==> config.mk <==
export PLATFORM = sky130hd
export DESIGN_NAME = fsic_is_rx_fifo
export DESIGN_NICKNAME = d
export VERILOG_FILES = /design/src/rtl/fsic_axis_pkg.sv /design/src/rtl/fsic_sync_fifo.sv /design/src/rtl/fsic_is_rx_fifo.sv
export SDC_FILE = /design/constraint.sdc
export NUM_CORES = 1
export LEC_CHECK = 0
export BUFFER_PORTS_ARGS = -buffer_cell sky130_fd_sc_hd__buf_2
export CORE_MARGIN = 2
export CORE_UTILIZATION = 40
export CTS_CLUSTER_DIAMETER = 100
export DETAILED_ROUTE_END_ITERATION = 6
export GPL_ROUTABILITY_DRIVEN = 0
export PLACE_DENSITY = 0.65
export SLEW_MARGIN = 20
export SYNTH_ARGS = -nofsm -noshare
export SYNTH_HDL_FRONTEND = slang
export SYNTH_SLANG_ARGS = --single-unit
==> constraint.sdc <==
create_clock -name axis_clk -period 5.8 [get_ports axis_clk]
set_input_delay 0.29 -clock axis_clk [delete_from_list [all_inputs] [get_ports axis_clk]]
set_output_delay 0.29 -clock axis_clk [all_outputs]
set_load 0.01 [all_outputs]
==> src/rtl/fsic_axis_pkg.sv <==
// Shared AXI-Stream sideband widths and entry packing layout for FSIC stream FIFOs.
// The layout from the LSB up is tuser, tid, tlast, tkeep, tstrb, tdata.
package fsic_axis_pkg;

  localparam int unsigned TID_W   = 2;
  localparam int unsigned TUSER_W = 2;

  localparam int unsigned OFF_TUSER = 0;
  localparam int unsigned OFF_TID   = OFF_TUSER + TUSER_W;
  localparam int unsigned OFF_TLAST = OFF_TID + TID_W;
  localparam int unsigned OFF_TKEEP = OFF_TLAST + 1;

  function automatic int unsigned off_tstrb(input int unsigned dw);
    return OFF_TKEEP + dw / 8;
  endfunction

  function automatic int unsigned off_tdata(input int unsigned dw);
    return OFF_TKEEP + 2 * (dw / 8);
  endfunction

  function automatic int unsigned entry_w(input int unsigned dw);
    return off_tdata(dw) + dw;
  endfunction

endpackage

==> src/rtl/fsic_sync_fifo.sv <==
// Generic single-clock FIFO storage with wrapping pointers and an occupancy count.
// The read port is first-word-fall-through: rdata always shows mem[rd_ptr].
module fsic_sync_fifo #(
  parameter int unsigned WIDTH = 8,
  parameter int unsigned DEPTH = 16,
  localparam int unsigned AW = $clog2(DEPTH),
  localparam int unsigned CW = AW + 1
) (
  input  logic             clk,
  input  logic             rst_n,
  input  logic             push,
  input  logic             pop,
  input  logic [WIDTH-1:0] wdata,
  output logic [WIDTH-1:0] rdata,
  output logic [CW-1:0]    count,
  output logic [CW-1:0]    count_next
);

  logic [WIDTH-1:0] mem [DEPTH];
  logic [AW-1:0]    wr_ptr;
  logic [AW-1:0]    rd_ptr;

  always_comb begin
    count_next = count;
    if (push && !pop)
      count_next = count + CW'(1);
    else if (!push && pop)
      count_next = count - CW'(1);
  end

  always_ff @(posedge clk or negedge rst_n) begin
    if (!rst_n) begin
      wr_ptr <= '0;
      rd_ptr <= '0;
      count  <= '0;
    end else begin
      if (push) wr_ptr <= wr_ptr + AW'(1);
      if (pop)  rd_ptr <= rd_ptr + AW'(1);
      count <= count_next;
    end
  end

  // Storage is intentionally left unreset.
  always_ff @(posedge clk) begin
    if (push) mem[wr_ptr] <= wdata;
  end

  assign rdata = mem[rd_ptr];

endmodule

==> src/rtl/fsic_is_rx_fifo.sv <==
// Receive-side FIFO for the IO serdes stream: absorbs every beat, forwards it downstream,
// and returns a registered flow-control bit that deasserts while free space is low.
module fsic_is_rx_fifo
  import fsic_axis_pkg::*;
#(
  parameter int unsigned pDATA_WIDTH   = 32,
  parameter int unsigned pFIFO_DEPTH   = 16,
  parameter int unsigned pFC_THRESHOLD = 8,
  localparam int unsigned KW = pDATA_WIDTH / 8,
  localparam int unsigned CW = $clog2(pFIFO_DEPTH) + 1
) (
  input  logic                   axis_clk,
  input  logic                   axis_rst_n,
  input  logic [pDATA_WIDTH-1:0] is_as_tdata,
  input  logic [KW-1:0]          is_as_tstrb,
  input  logic [KW-1:0]          is_as_tkeep,
  input  logic                   is_as_tlast,
  input  logic [TID_W-1:0]       is_as_tid,
  input  logic [TUSER_W-1:0]     is_as_tuser,
  input  logic                   is_as_tvalid,
  output logic                   as_is_tready,
  output logic [pDATA_WIDTH-1:0] up_tdata,
  output logic [KW-1:0]          up_tstrb,
  output logic [KW-1:0]          up_tkeep,
  output logic                   up_tlast,
  output logic [TID_W-1:0]       up_tid,
  output logic [TUSER_W-1:0]     up_tuser,
  output logic                   up_tvalid,
  input  logic                   up_tready,
  output logic [CW-1:0]          fifo_count,
  output logic                   overflow,
  input  logic                   clr_overflow
);

  localparam int unsigned EW        = entry_w(pDATA_WIDTH);
  localparam int unsigned OFF_TSTRB = off_tstrb(pDATA_WIDTH);
  localparam int unsigned OFF_TDATA = off_tdata(pDATA_WIDTH);

  logic          push;
  logic          pop;
  logic          drop;
  logic [EW-1:0] wr_entry;
  logic [EW-1:0] rd_entry;
  logic [CW-1:0] count_next;
  logic [CW-1:0] free_next;

  assign up_tvalid = (fifo_count != '0);
  assign pop       = up_tvalid & up_tready;
  // A pop in the same cycle frees the slot, so a full FIFO still accepts the beat.
  assign push      = is_as_tvalid & ((fifo_count < CW'(pFIFO_DEPTH)) | pop);
  assign drop      = is_as_tvalid & ~push;

  assign wr_entry = {is_as_tdata, is_as_tstrb, is_as_tkeep, is_as_tlast, is_as_tid, is_as_tuser};

  fsic_sync_fifo #(
    .WIDTH (EW),
    .DEPTH (pFIFO_DEPTH)
  ) u_fifo (
    .clk        (axis_clk),
    .rst_n      (axis_rst_n),
    .push       (push),
    .pop        (pop),
    .wdata      (wr_entry),
    .rdata      (rd_entry),
    .count      (fifo_count),
    .count_next (count_next)
  );

  assign up_tuser = rd_entry[OFF_TUSER +: TUSER_W];
  assign up_tid   = rd_entry[OFF_TID +: TID_W];
  assign up_tlast = rd_entry[OFF_TLAST];
  assign up_tkeep = rd_entry[OFF_TKEEP +: KW];
  assign up_tstrb = rd_entry[OFF_TSTRB +: KW];
  assign up_tdata = rd_entry[OFF_TDATA +: pDATA_WIDTH];

  assign free_next = CW'(pFIFO_DEPTH) - count_next;

  always_ff @(posedge axis_clk or negedge axis_rst_n) begin
    if (!axis_rst_n) begin
      as_is_tready <= 1'b0;
      overflow     <= 1'b0;
    end else begin
      as_is_tready <= (free_next > CW'(pFC_THRESHOLD));
      if (drop)
        overflow <= 1'b1;
      else if (clr_overflow)
        overflow <= 1'b0;
    end
  end

endmodule

==> results, run 1 <==
- The number of buffer and inverter stages on the critical path is 2.
- Setup repair after global routing left no endpoint under its margin.
- The total half-perimeter wirelength after legalization and detailed placement is 31400 µm.
- The remaining number of nets flagged by the antenna check after routing is 0.
- In the global route stage, met1 resource usage came out at 0.231.
- For hold timing, the worst endpoint is u_fifo.mem[2][14].
- In this run the count of I/O pins placed on the die edge is 103.
- In this run the worst path has a maximum fanout of 44.
- In the synthesized netlist the async set-or-reset flop fraction comes to 0.0204.
- After global routing, the most crowded layer is met2.
- The first global-routing pass estimated 87500 µm of wire.
- Synthesis produced a netlist with a net count of 1149.
- The worst path setup slack after routing is 1.94 ns.
- Using the TritonRoute via totals, the vias-per-cell ratio works out to 5.44.
- The most used cell along the critical path is mux4_2.
- The run finished with clean final reports.
- The global-route usage over all layers is 0.170.
- The die covers 71600 µm².
- The mean post-synth cell area is 25.5 µm².
- The TritonCTS clock tree is done.
- At the placement stage, the worst setup path has a slack of 2.38 ns.
- The number of antenna diodes in the final layout is 0.
- Row generation in the floorplan step produced 96 rows.
- The die span in x is 268 µm.
- The dominant register cell in the synthesized netlist is edfxtp_1.
- IR analysis of the VDD net gives a maximum drop of 294 µV.
- The final count of pins violating max slew is 0.
- The H-tree depth is 3.
- The count of warnings emitted by yosys is 0.
- In this run the deepest clock path goes through 3 buffers.
- The smallest clock period supported by the final layout is computed as 3.86 ns.
- The longest individual stage delay on the worst path is 1.00 ns.
- The critical path endpoint category is a primary output.
- The worst reg2reg path startpoint is u_fifo.count[4].
- The DRC violation total after the first TritonRoute iteration is 1330.
- The synthesized netlist occupies a cell area of 27800 µm².
- Of the available clock period, the critical path in the final layout requires 0.666.
- The first TritonRoute pass finished after 5 iterations.
- The start point of the critical path is u_fifo.rd_ptr[0].
- The instance count after placement with tap cells included is 2106.
- Timing would allow up to 0.259 GHz.
- The synthesis-stage register bit count is 735.
- The clock sink count is 735.
- The kind of cell with the highest combined delay on the critical path is multiplexers.
- The total of max-cap violations is 0.
- The count of buffers added on input and output ports is 102.
- For this block, the via count after detailed routing is 12221.
- The net count of the finished layout is 1315.
- The number of buffers added by the clock tree synthesis step is 77.
- The area added between synthesis and finish is 15.8%.
- Clock-pin slew was measured on the worst setup and hold paths at 0.06 ns.
- The pin count of the biggest net entering global routing is 59.
- The global-route track usage on met2 is 0.281.
- The later-pin clock latency in the skew report is 0.61 ns.
- In the global route stage, met3 resource usage came out at 0.0365.
- The critical path is of the reg2out type.
- At the worst endpoint, the required time is 5.51 ns.
- The final core utilization is 0.469.
- Once layout is complete, the cells apart from fillers number 2248.
- Setup violations remaining at the end of the flow were counted as 0.
- The via count of the first global-routing pass was 13094.
- The fraction of the yosys area taken by sequential cells is 0.791.
- The startpoint identified for the worst hold timing path is is_as_tdata[1].
- The signal on the critical path passes through buf_4 -> mux4_2 -> mux4_2 -> buf_2.
- The number of antenna violations at the first check in global routing came to 10.
- The worst pin sits at a relative slew slack of 0.310.
- The synthesized design spends more area on one cell type than any other, namely edfxtp_1.
- The count of distinct cell types in the synthesized netlist is 37.
- The area of the core is 68700 µm².
- In this run the vertical extent of the chip is 268 µm.
- Dividing the detail-routed wire length by the instance count gives 26.5 µm.
- Yosys mapped a number of flops with a built-in enable equal to 720.
- The share of post-route cells with drive strength above 1 is 0.375.
- STA classifies the critical path startpoint as a flop.
- In the final timing run, aggregate negative setup slack is 0 ns.
- The slowest stage cell on the critical path is dfrtp_4.
- Counting every instance in the synthesized netlist gives 1092.
- Along the worst hold path, the cell count comes to 1.
- In the post-synthesis netlist, the biggest area contributors are edfxtp_1 (78%), mux4_2 (18%), dfrtp_1 (1.3%).
- The end of the worst register-to-register path is u_fifo.mem[8][37].
- The remaining global-route overflow is 0.
- After clock tree synthesis, the repair step resized 0 gates.
- The initial utilization of the core area, before any placement, comes to 0.405.
- The root buffer cell is clkbuf_16.
- The power density relative to cell area is 488 nW/µm².
- Of the post-synthesis cell area, the dominant cell type holds 0.778.
- The type of the most critical hold path is in2reg.
- Summed over all layers, the routed wires come to 59500 µm.
- The worst hold margin is 0.0430 ns.
- The number of design rule violations left after detail routing is 0.
- The critical path data arrival time is 3.57 ns.
- The worst-case register-to-register setup slack is 2.59 ns.
- The number of hold-slack violations in the final timing report was 0.
- The number of cells on the worst reg-to-reg path is 4.
- The analysis attributes to cell leakage a power of 10.2 nW.
- The transition time of the tightest slew-check pin is 1.03 ns.
- On the final layout, the worst clock skew is 0.0137 ns.
-- cells in the mapped netlist, types with 2 or more instances --
master and n:
a211oi_1 2, buf_1 11, buf_2 20, clkbuf_1 22, dfrtp_1 15, edfxtp_1 720, ha_1 7, inv_1 8
mux4_2 225, nand2_1 9, nand2b_1 2, nand3_1 2, nor2_1 16, nor3_1 4, xnor2_1 7
-- cells by family (layout without fill, tap and decap cells) --
logic type | Yosys count | count (layout) | share of synthesized area
xor+xnor | 8 | 8 | 0.00252
flops | 735 | 735 | 0.791
simple gates | 43 | 43 | 0.00787
compound gates | 11 | 11 | 0.00328
fa+ha+maj | 7 | 7 | 0.00315
mux | 227 | 227 | 0.183
buf+inv | 61 | 286 | 0.00913
-- per-stage QoR --
step,power [mW],cell area [µm²]
global route,16.4,32200
floorplan,9.65,27800
detailed placement,11.2,29700
CTS,16.0,32200
finish,15.7,32200
global placement,11.1,29700
-- area by class of cell --
type | count | area [µm²]
fill | 5615 | 36500
inverter | 8 | 30.0
tap | 931 | 1160
sequential | 735 | 22000
clock buffer | 91 | 2000
multi-input combinational | 296 | 5670
clock inverter | 47 | 453
timing repair buffer | 140 | 868
-- how the worst max path moves through the flow --
stage,to,slack (ns),cells after the start
6_report,up_tdata[30],1.94,4
2_1_floorplan,u_fifo.mem[3][0],1.15,3
3_5_place_dp,u_fifo.mem[8][26],2.38,6
3_3_place_gp,u_fifo.mem[9][33],2.47,6
5_1_grt,up_tdata[30],1.71,4
4_1_cts,up_tdata[30],1.79,4
-- metal layers --
| layer | share of wire | wire (µm) |
|---|---|---|
| met1 | 0.42 | 24900 |
| met2 | 0.50 | 30000 |
| met3 | 0.057 | 3410 |
| met4 | 0.019 | 1160 |
| met5 | 0.0018 | 105 |
-- report_power, final --
| part | leakage, nW | switching (mW) | internal, mW |
|---|---|---|---|
| Combinational | 2.28 | 1.99 | 2.11 |
| Clock | 1.20 | 2.00 | 2.75 |
| Sequential | 6.67 | 0.481 | 6.37 |
| Total | 10.2 | 4.47 | 11.2 |
-- sequential cells by signal, summed over array words and instances, names as in the netlist --
| register | flops |
|---|---|
| as_is_tready | 1 |
| overflow | 1 |
| u_fifo.count | 5 |
| u_fifo.mem | 720 |
| u_fifo.rd_ptr | 4 |
| u_fifo.wr_ptr | 4 |
-- cells in the final DEF, fill, tap and decap left out, types with 2 or more instances in the layout --
cell           count
nor2_4            12
bufinv_16          6
nand2b_1           2
nand2_1            9
nand3_1            2
a211oi_1           2
edfxtp_1         720
clkbuf_1          13
dfrtp_4            3
buf_4             29
buf_12             5
inv_1              8
nor3_2             4
clkinv_1          16
ha_1               7
clkbuf_16         78
clkinvlp_4         3
dfrtp_1           11
clkinv_8           2
dlygate4sd3_1      4
mux4_2           225
xnor2_1            7
buf_2            102
clkinv_2          14
nor2_1             4
inv_6              3
-- timing repair --
item / CTS / global route
setup buffers: 0 / 0
hold endpoints to repair: 17 / 0
hold buffers: 4 / 0
(Power assumes the default switching activity.)
==> inputs of run 2 (changes only) <==
Clock period 5.8 ns to 4 ns, I/O delays scaled along.
==> run 2 against run 1 <==
Global-route usage increased by 0.27 points. Flip-flop and latch count unchanged. Clock power increased by 39%. Non-clock buffer count increased by 57. Worst hold slack improved by 0.039 ns. Clock-buffer cell count decreased by 1. Die area unchanged. Register-to-register slack got worse by 1.5 ns. Utilization increased by 0.63 points. Routed wire length increased by 1.3%.
==> results, run 2 (same netlist as run 1, synthesis figures left out) <==
- The first detailed-routing pass ran for 4 iterations.
- The tree is rooted in a clkbuf_16.
- The maximum clock rate is 0.288 GHz.
- In the layout the commonest cells are edfxtp_1 (720), mux4_2 (225), buf_2 (102).
- The DRC violation total after the first TritonRoute iteration is 1129.
- The aggregate negative setup slack is 0 ns.
- Setup repair after global routing left no endpoint under its margin.
- Leaving out filler cells and counting taps, the final layout contains 2300.
- The die is 268 µm tall.
- The relative slew slack is 0.289.
- The floorplan die area is 71600 µm².
- The power density relative to cell area is 695 nW/µm².
- The total of max-cap violations is 0.
- The area added between synthesis and finish is 17.3%.
- The number of flip-flops in the largest register is 720.
- The via count of the first global-routing pass is 13111.
- Including well taps, the total number of placed cells is 2117.
- The maximum net fanout on the critical path is 60.
- The flow ran to the end, and the final reports show no timing, DRC or antenna violations.
- Dividing the detail-routed via count by the number of cells gives 5.41.
- The path class of the tightest hold or removal check is in2async.
- The number of antenna violations at the first check in global routing came to 2.
- The clock transition at the registers of the reported paths is 0.06 ns.
- The worst-case IR drop observed on VDD is 375 µV.
- The later pin in the worst-skew pair is clocked with a latency of 0.60 ns.
- The die span in x is 268 µm.
- The largest registers in the layout are u_fifo.mem: 720 flops, u_fifo.count: 5 flops.
- The startpoint class of the critical path is a flop.
- The sum of internal, switching and leakage power is 22.7 mW.
- For this block, the routed nets add up to 60300 µm of wire.
- After filler insertion, the fill cell instance count of the layout stands at 5601.
- In the final design database the tool counted 1370 nets.
- The first global-routing pass estimated 89100 µm of wire.
- In the final layout, the share of cells above drive strength 1 is 0.365.
- Clock skew on the completed layout was measured at 0.0186 ns.
- The most common cell after layout, fill and taps aside is edfxtp_1.
- The leakage power is 10.4 nW.
- The number of antenna diodes is 0.
- Detailed placement finished with a half-perimeter wire length of 31100 µm.
- TritonCTS built the clock tree.
- The pin count of the biggest net entering global routing is 61.
- At the pin with the least slew margin, the transition time is 1.07 ns.
- After detailed routing, the average wire length per cell comes to 26.2 µm.
- The number of placed I/O pins is 103.
- The critical path data arrival time is 3.27 ns.
- The cell row count is 96.
- The global-route usage over all layers is 0.173.
- The startpoint-to-endpoint class of the critical path is reg2out.
- The initial core utilization is 0.405.
- The H-tree depth is 3.
- The number of design rule violations left after detail routing is 0.
- Ranked by flip-flop count, first place goes to u_fifo.mem.
- The clock sink count is 735.
- The number of hold-slack violations in the final timing report came to 0.
- The final count of pins violating max slew is 0.
- In this run the remaining antenna-violating nets after routing total 0.
- The time the final worst path needs with I/O delays and setup is 3.47 ns.
- The number of setup violations in the final report is 0.
- The routed layout has 12438 vias.
- The critical path endpoint category is a primary output.
- The worst-case register-to-register setup slack is 1.07 ns.
- The post-route clock period utilization is 0.868.
- The number of buffers added by the clock tree synthesis step is 75.
- After global routing the overflow that remains totals 0.
- In this run the standard cell core region covers 68700 µm².
- The clock passes through at most 3 buffers.
- The count of input and output buffers is 102.
- For the worst setup path, the data required time is 3.80 ns.
-- run 2: cell types whose count changed in the layout (fill, tap and decap cells not counted), sizes merged, moves of 2 or more --
cell and delta:
dlygate4sd3 +46, buf +11, inv -2, bufinv -2
clkinvlp -2, clkinv +2
-- run 2: final timing paths --
kind	start	to	cells past startpoint
min in group axis_clk	up_tready	u_fifo.rd_ptr[2]	4
min reg2reg	u_fifo.wr_ptr[1]	u_fifo.wr_ptr[3]	2
max	u_fifo.rd_ptr[1]	up_tdata[28]	4
min	axis_rst_n	u_fifo.count[4]	2
max in group asynchronous	axis_rst_n	u_fifo.rd_ptr[1]	2
max reg2reg	u_fifo.count[4]	u_fifo.mem[3][23]	4
-- run 2: area by class of cell --
type / instances / area [µm²] / share of cell area
repair buffers: 197 / 1420 / 0.0436
flip-flops and latches: 735 / 22000 / 0.675
inverters: 8 / 30.0 / 0.000920
clock buffers: 90 / 2000 / 0.0612
well taps: 931 / 1160 / 0.0357
clock inverters: 43 / 310 / 0.00951
multi-input cells: 296 / 5690 / 0.174
-- run 2: metal layers --
layer,global-route usage,vias up,part of all wire
li1,-,5198,-
met1,0.244,6767,0.43
met2,0.280,387,0.50
met3,0.0303,82,0.058
met4,0.0479,4,0.018
met5,0,-,0.00041
-- run 2: critical path: stages (launching register included) --
cell and delay (ns):
dfrtp_4 1.10, buf_4 0.49, mux4_2 0.37, mux4_2 0.53, buf_2 0.17
-- run 2: repair_timing --
item	CTS	global route
hold endpoints to repair	740	0
setup buffers	0	0
resized for setup	0	0
hold buffers	50	0
-- run 2: report_power, final --
part	internal [mW]	switching [mW]	leakage (nW)
clock network	3.81	2.80	1.14
registers	9.24	0.579	6.67
logic	3.16	3.09	2.54
total	16.2	6.46	10.4
-- run 2: per-stage QoR --
step	setup WS (ns)	hold WS, ns	utilization	instance area (µm²)
floorplan	0.556	-0.0956	-	27800
global placement	1.12	0.138	0.434	29800
detailed placement	1.09	0.147	0.434	29800
CTS	0.430	0.0666	0.475	32600
global route	0.396	0.0909	0.475	32600
finish	0.526	0.0818	0.475	32600
==> inputs of run 3 (changes only) <==
Settings changed: BUFFER_PORTS_ARGS -buffer_cell sky130_fd_sc_hd__buf_2 to -buffer_cell sky130_fd_sc_hd__buf_4, PLACE_DENSITY 0.65 to 0.67.
Clock period 4 ns to 3.1 ns, I/O delays scaled along.
==> run 3 against run 2 <==
Clock power grew 28%. Combinational power grew 41%. Register-to-register slack lost 0.51 ns. Cell count is essentially flat. Routed wire length shrank 4.7%. Power grew 31%. First-iteration DRC count grew 14%. Worst setup slack lost 0.42 ns. Non-clock buffer count grew 2. Critical path depth is the same. Utilization grew 0.54 points. Cell area grew 1.1%.
==> results, run 3 (same netlist as run 1, synthesis figures left out) <==
- The core region is 68700 µm².
- The flow ran to the end, and the final reports show no timing, DRC or antenna violations.
- The initial utilization of the core area, before any placement, comes to 0.405.
- The clock transition at the registers of the reported paths is 0.06 ns.
- The number of setup violations in the final report is 0.
- Timing would allow up to 0.334 GHz.
- The final count of pins violating max slew is 0.
- The largest register by flop count is u_fifo.mem.
- The number of standard cells in the final layout excluding fillers is 2301.
- Timing analysis after detailed placement gives a worst setup slack of 0.545 ns.
- The number of placed I/O pins is 103.
- The worst-case IR drop observed on VDD is 569 µV.
- The critical path data arrival time is 2.84 ns.
- Of the total power, the share spent switching nets is 0.282.
- The time the final worst path needs with I/O delays and setup is 2.99 ns.
- In the final design database the tool counted 1369 nets.
- The instance count after placement with tap cells included is 2119.
- The clock sink count is 735.
- The number of hold-slack violations in the final timing report was 0.
- The critical path goes through buf_12 -> mux4_2 -> mux4_2 -> buf_4.
- For this run, the detailed router's first-pass iteration total came to 5.
- After detailed routing, the average wire length per cell comes to 25.0 µm.
- STA classifies the critical path startpoint as a flop.
- In this run the tool buffered the top-level ports with 102 buffer cells.
- The layout has 5502 filler cells.
- The pin count of the biggest net entering global routing is 66.
- The H-tree depth is 3.
- The floorplan step defined a die boundary enclosing 71600 µm².
- In this run the worst path has a maximum fanout of 53.
- Setup slack closes at 0.105 ns.
- The largest registers in the layout are u_fifo.mem: 720 flops, u_fifo.count: 5 flops.
- The number of antenna diodes is 0.
- The type of the most critical hold path is in2reg.
- In this design, the critical path's most frequently occurring cell is mux4_2.
- The clock passes through at most 3 buffers.
- Power spread over the standard cell area amounts to 899 nW/µm².
- The worst hold path cell count is 4.
- In the layout the commonest cells are edfxtp_1 (720), mux4_2 (225), buf_4 (133).
- In this run the critical register-to-register path is launched from u_fifo.count[4].
- The via count of the first global-routing pass came to 13214.
- STA classifies the critical path endpoint as a primary output.
- For this block, the initial DRC count from the detailed router was 1288.
- Dividing the final minimum period by the clock period gives 0.966.
- Max-cap violations in this run came to 0.
- The worst-case register-to-register setup slack is 0.56 ns.
- The first-pass GRT wire length is 86200 µm.
- Summed over all nets, the switching power comes to 8.36 mW.
- The vertical die dimension is 268 µm.
- The detail-routed via count per cell is 5.39.
- The number of buffers added by the clock tree synthesis step is 72.
- From synthesis to final layout, the design area changed by 18.7%.
- The longest individual stage delay on the worst path is 0.61 ns.
- The end of the worst register-to-register path is u_fifo.mem[3][7].
- The number of antenna violations at the first check in global routing is 2.
- Measured on the finished design, the core utilization comes to 0.480.
- The cell row count is 96.
- For this block, the via count after detailed routing is 12392.
- Leaving out fill and tap cells, the most frequent cell in the layout is edfxtp_1.
- The number of cells on the worst reg-to-reg path is 4.
- The die span in x is 268 µm.
- The later-pin clock latency in the skew report is 0.60 ns.
- The slowest stage cell on the critical path is mux4_2.
- The worst hold endpoint is overflow.
- At the worst endpoint, the required time is 2.94 ns.
- The clock arrives with 0.0183 ns of skew.
- Setup repair after global routing could not meet its margin everywhere.
- The share of total power dissipated in sequential elements is 0.420.
- The share of total power dissipated in combinational logic is 0.295.
- The routed design has 57500 µm of wire.
- The leakage power is 10.5 nW.
- The critical path is of the reg2out type.
- The internal power of the cells totals 21.3 mW.
- The register with the most flip-flops in the layout has 720 of them.
- In the final layout, the share of cells above drive strength 1 is 0.363.
- For this run, design rule violations remaining after detail routing come to 0.
- The remaining number of nets flagged by the antenna check after routing is 0.
- The clock share of power is 0.285.
- Overall power consumption after layout is estimated at 29.7 mW.
- The worst hold path begins at clr_overflow.
- The root buffer cell is clkbuf_16.
- Across every metal layer, demand over resource in global routing totals 0.165.
- For the pin with the worst max-slew slack, the measured transition is 0.739 ns.
- The aggregate negative setup slack is 0 ns.
- Headroom to the max-slew limit came out at 0.505.
- The remaining global-route overflow is 0.
- The TritonCTS clock tree is done.
- Summed over all nets, the half-perimeter wirelength after detailed placement is 31400 µm.
[run 3: routing by layer]
| metal | global-route usage | wire length [µm] | part of all wire |
|---|---|---|---|
| met3 | 0.0312 | 3710 | 0.064 |
| met4 | 0.0498 | 1090 | 0.019 |
| met5 | 0 | 27 | 0.00047 |
| met2 | 0.267 | 28600 | 0.50 |
| met1 | 0.230 | 24100 | 0.42 |
[run 3: worst max path at each step]
stage / from / slack [ns] / depth (start not counted) / endpoint
detailed placement: u_fifo.count[4] / 0.54 / 4 / u_fifo.mem[3][24]
global placement: u_fifo.count[4] / 0.58 / 4 / u_fifo.mem[14][33]
finish: u_fifo.rd_ptr[0] / 0.11 / 4 / up_tdata[13]
global route: u_fifo.rd_ptr[0] / -0.02 / 4 / up_tstrb[2]
CTS: u_fifo.rd_ptr[0] / 0.03 / 4 / up_tstrb[2]
floorplan: u_fifo.count[4] / -0.34 / 3 / u_fifo.mem[7][0]
[run 3: per-stage QoR]
step	instance area (µm²)	hold WS, ns
2_1_floorplan	27800	-0.141
3_3_place_gp	30200	0.0290
3_5_place_dp	30200	0.0320
4_1_cts	33000	0.356
5_1_grt	33000	0.402
6_report	33000	0.402
[run 3: cell type report]
class,count,area [µm²],area share
sequential,735,22000,0.667
multi-input combinational,296,5690,0.173
clock buffer,92,1900,0.0575
timing repair buffer,199,1800,0.0546
tap,931,1160,0.0353
clock inverter,40,403,0.0122
inverter,8,30.0,0.000910
[run 3: power groups by stage]
| stage | registers, mW | clock network, mW | logic [mW] |
|---|---|---|---|
| 3_5_place_dp | 12.7 | 0 | 8.86 |
| 5_1_grt | 12.5 | 9.06 | 9.38 |
| 6_report | 12.5 | 8.45 | 8.77 |
| 4_1_cts | 12.5 | 8.64 | 8.98 |
| 2_1_floorplan | 12.3 | 0 | 5.73 |
| 3_3_place_gp | 12.6 | 0 | 8.84 |
[run 3: timing repair]
item | CTS | global route
hold buffers | 50 | 0
setup buffers | 0 | 0
pin swaps | 0 | 0
resized for setup | 1 | 3
hold endpoints to repair | 741 | 0
setup endpoints to repair | 1 | 7
[run 3: critical path, delay by kind of cell, from the launching register on]
family,cells,cell delay [ns]
buffers and inverters,2,0.54
DFF,1,0.49
muxes,2,1.14
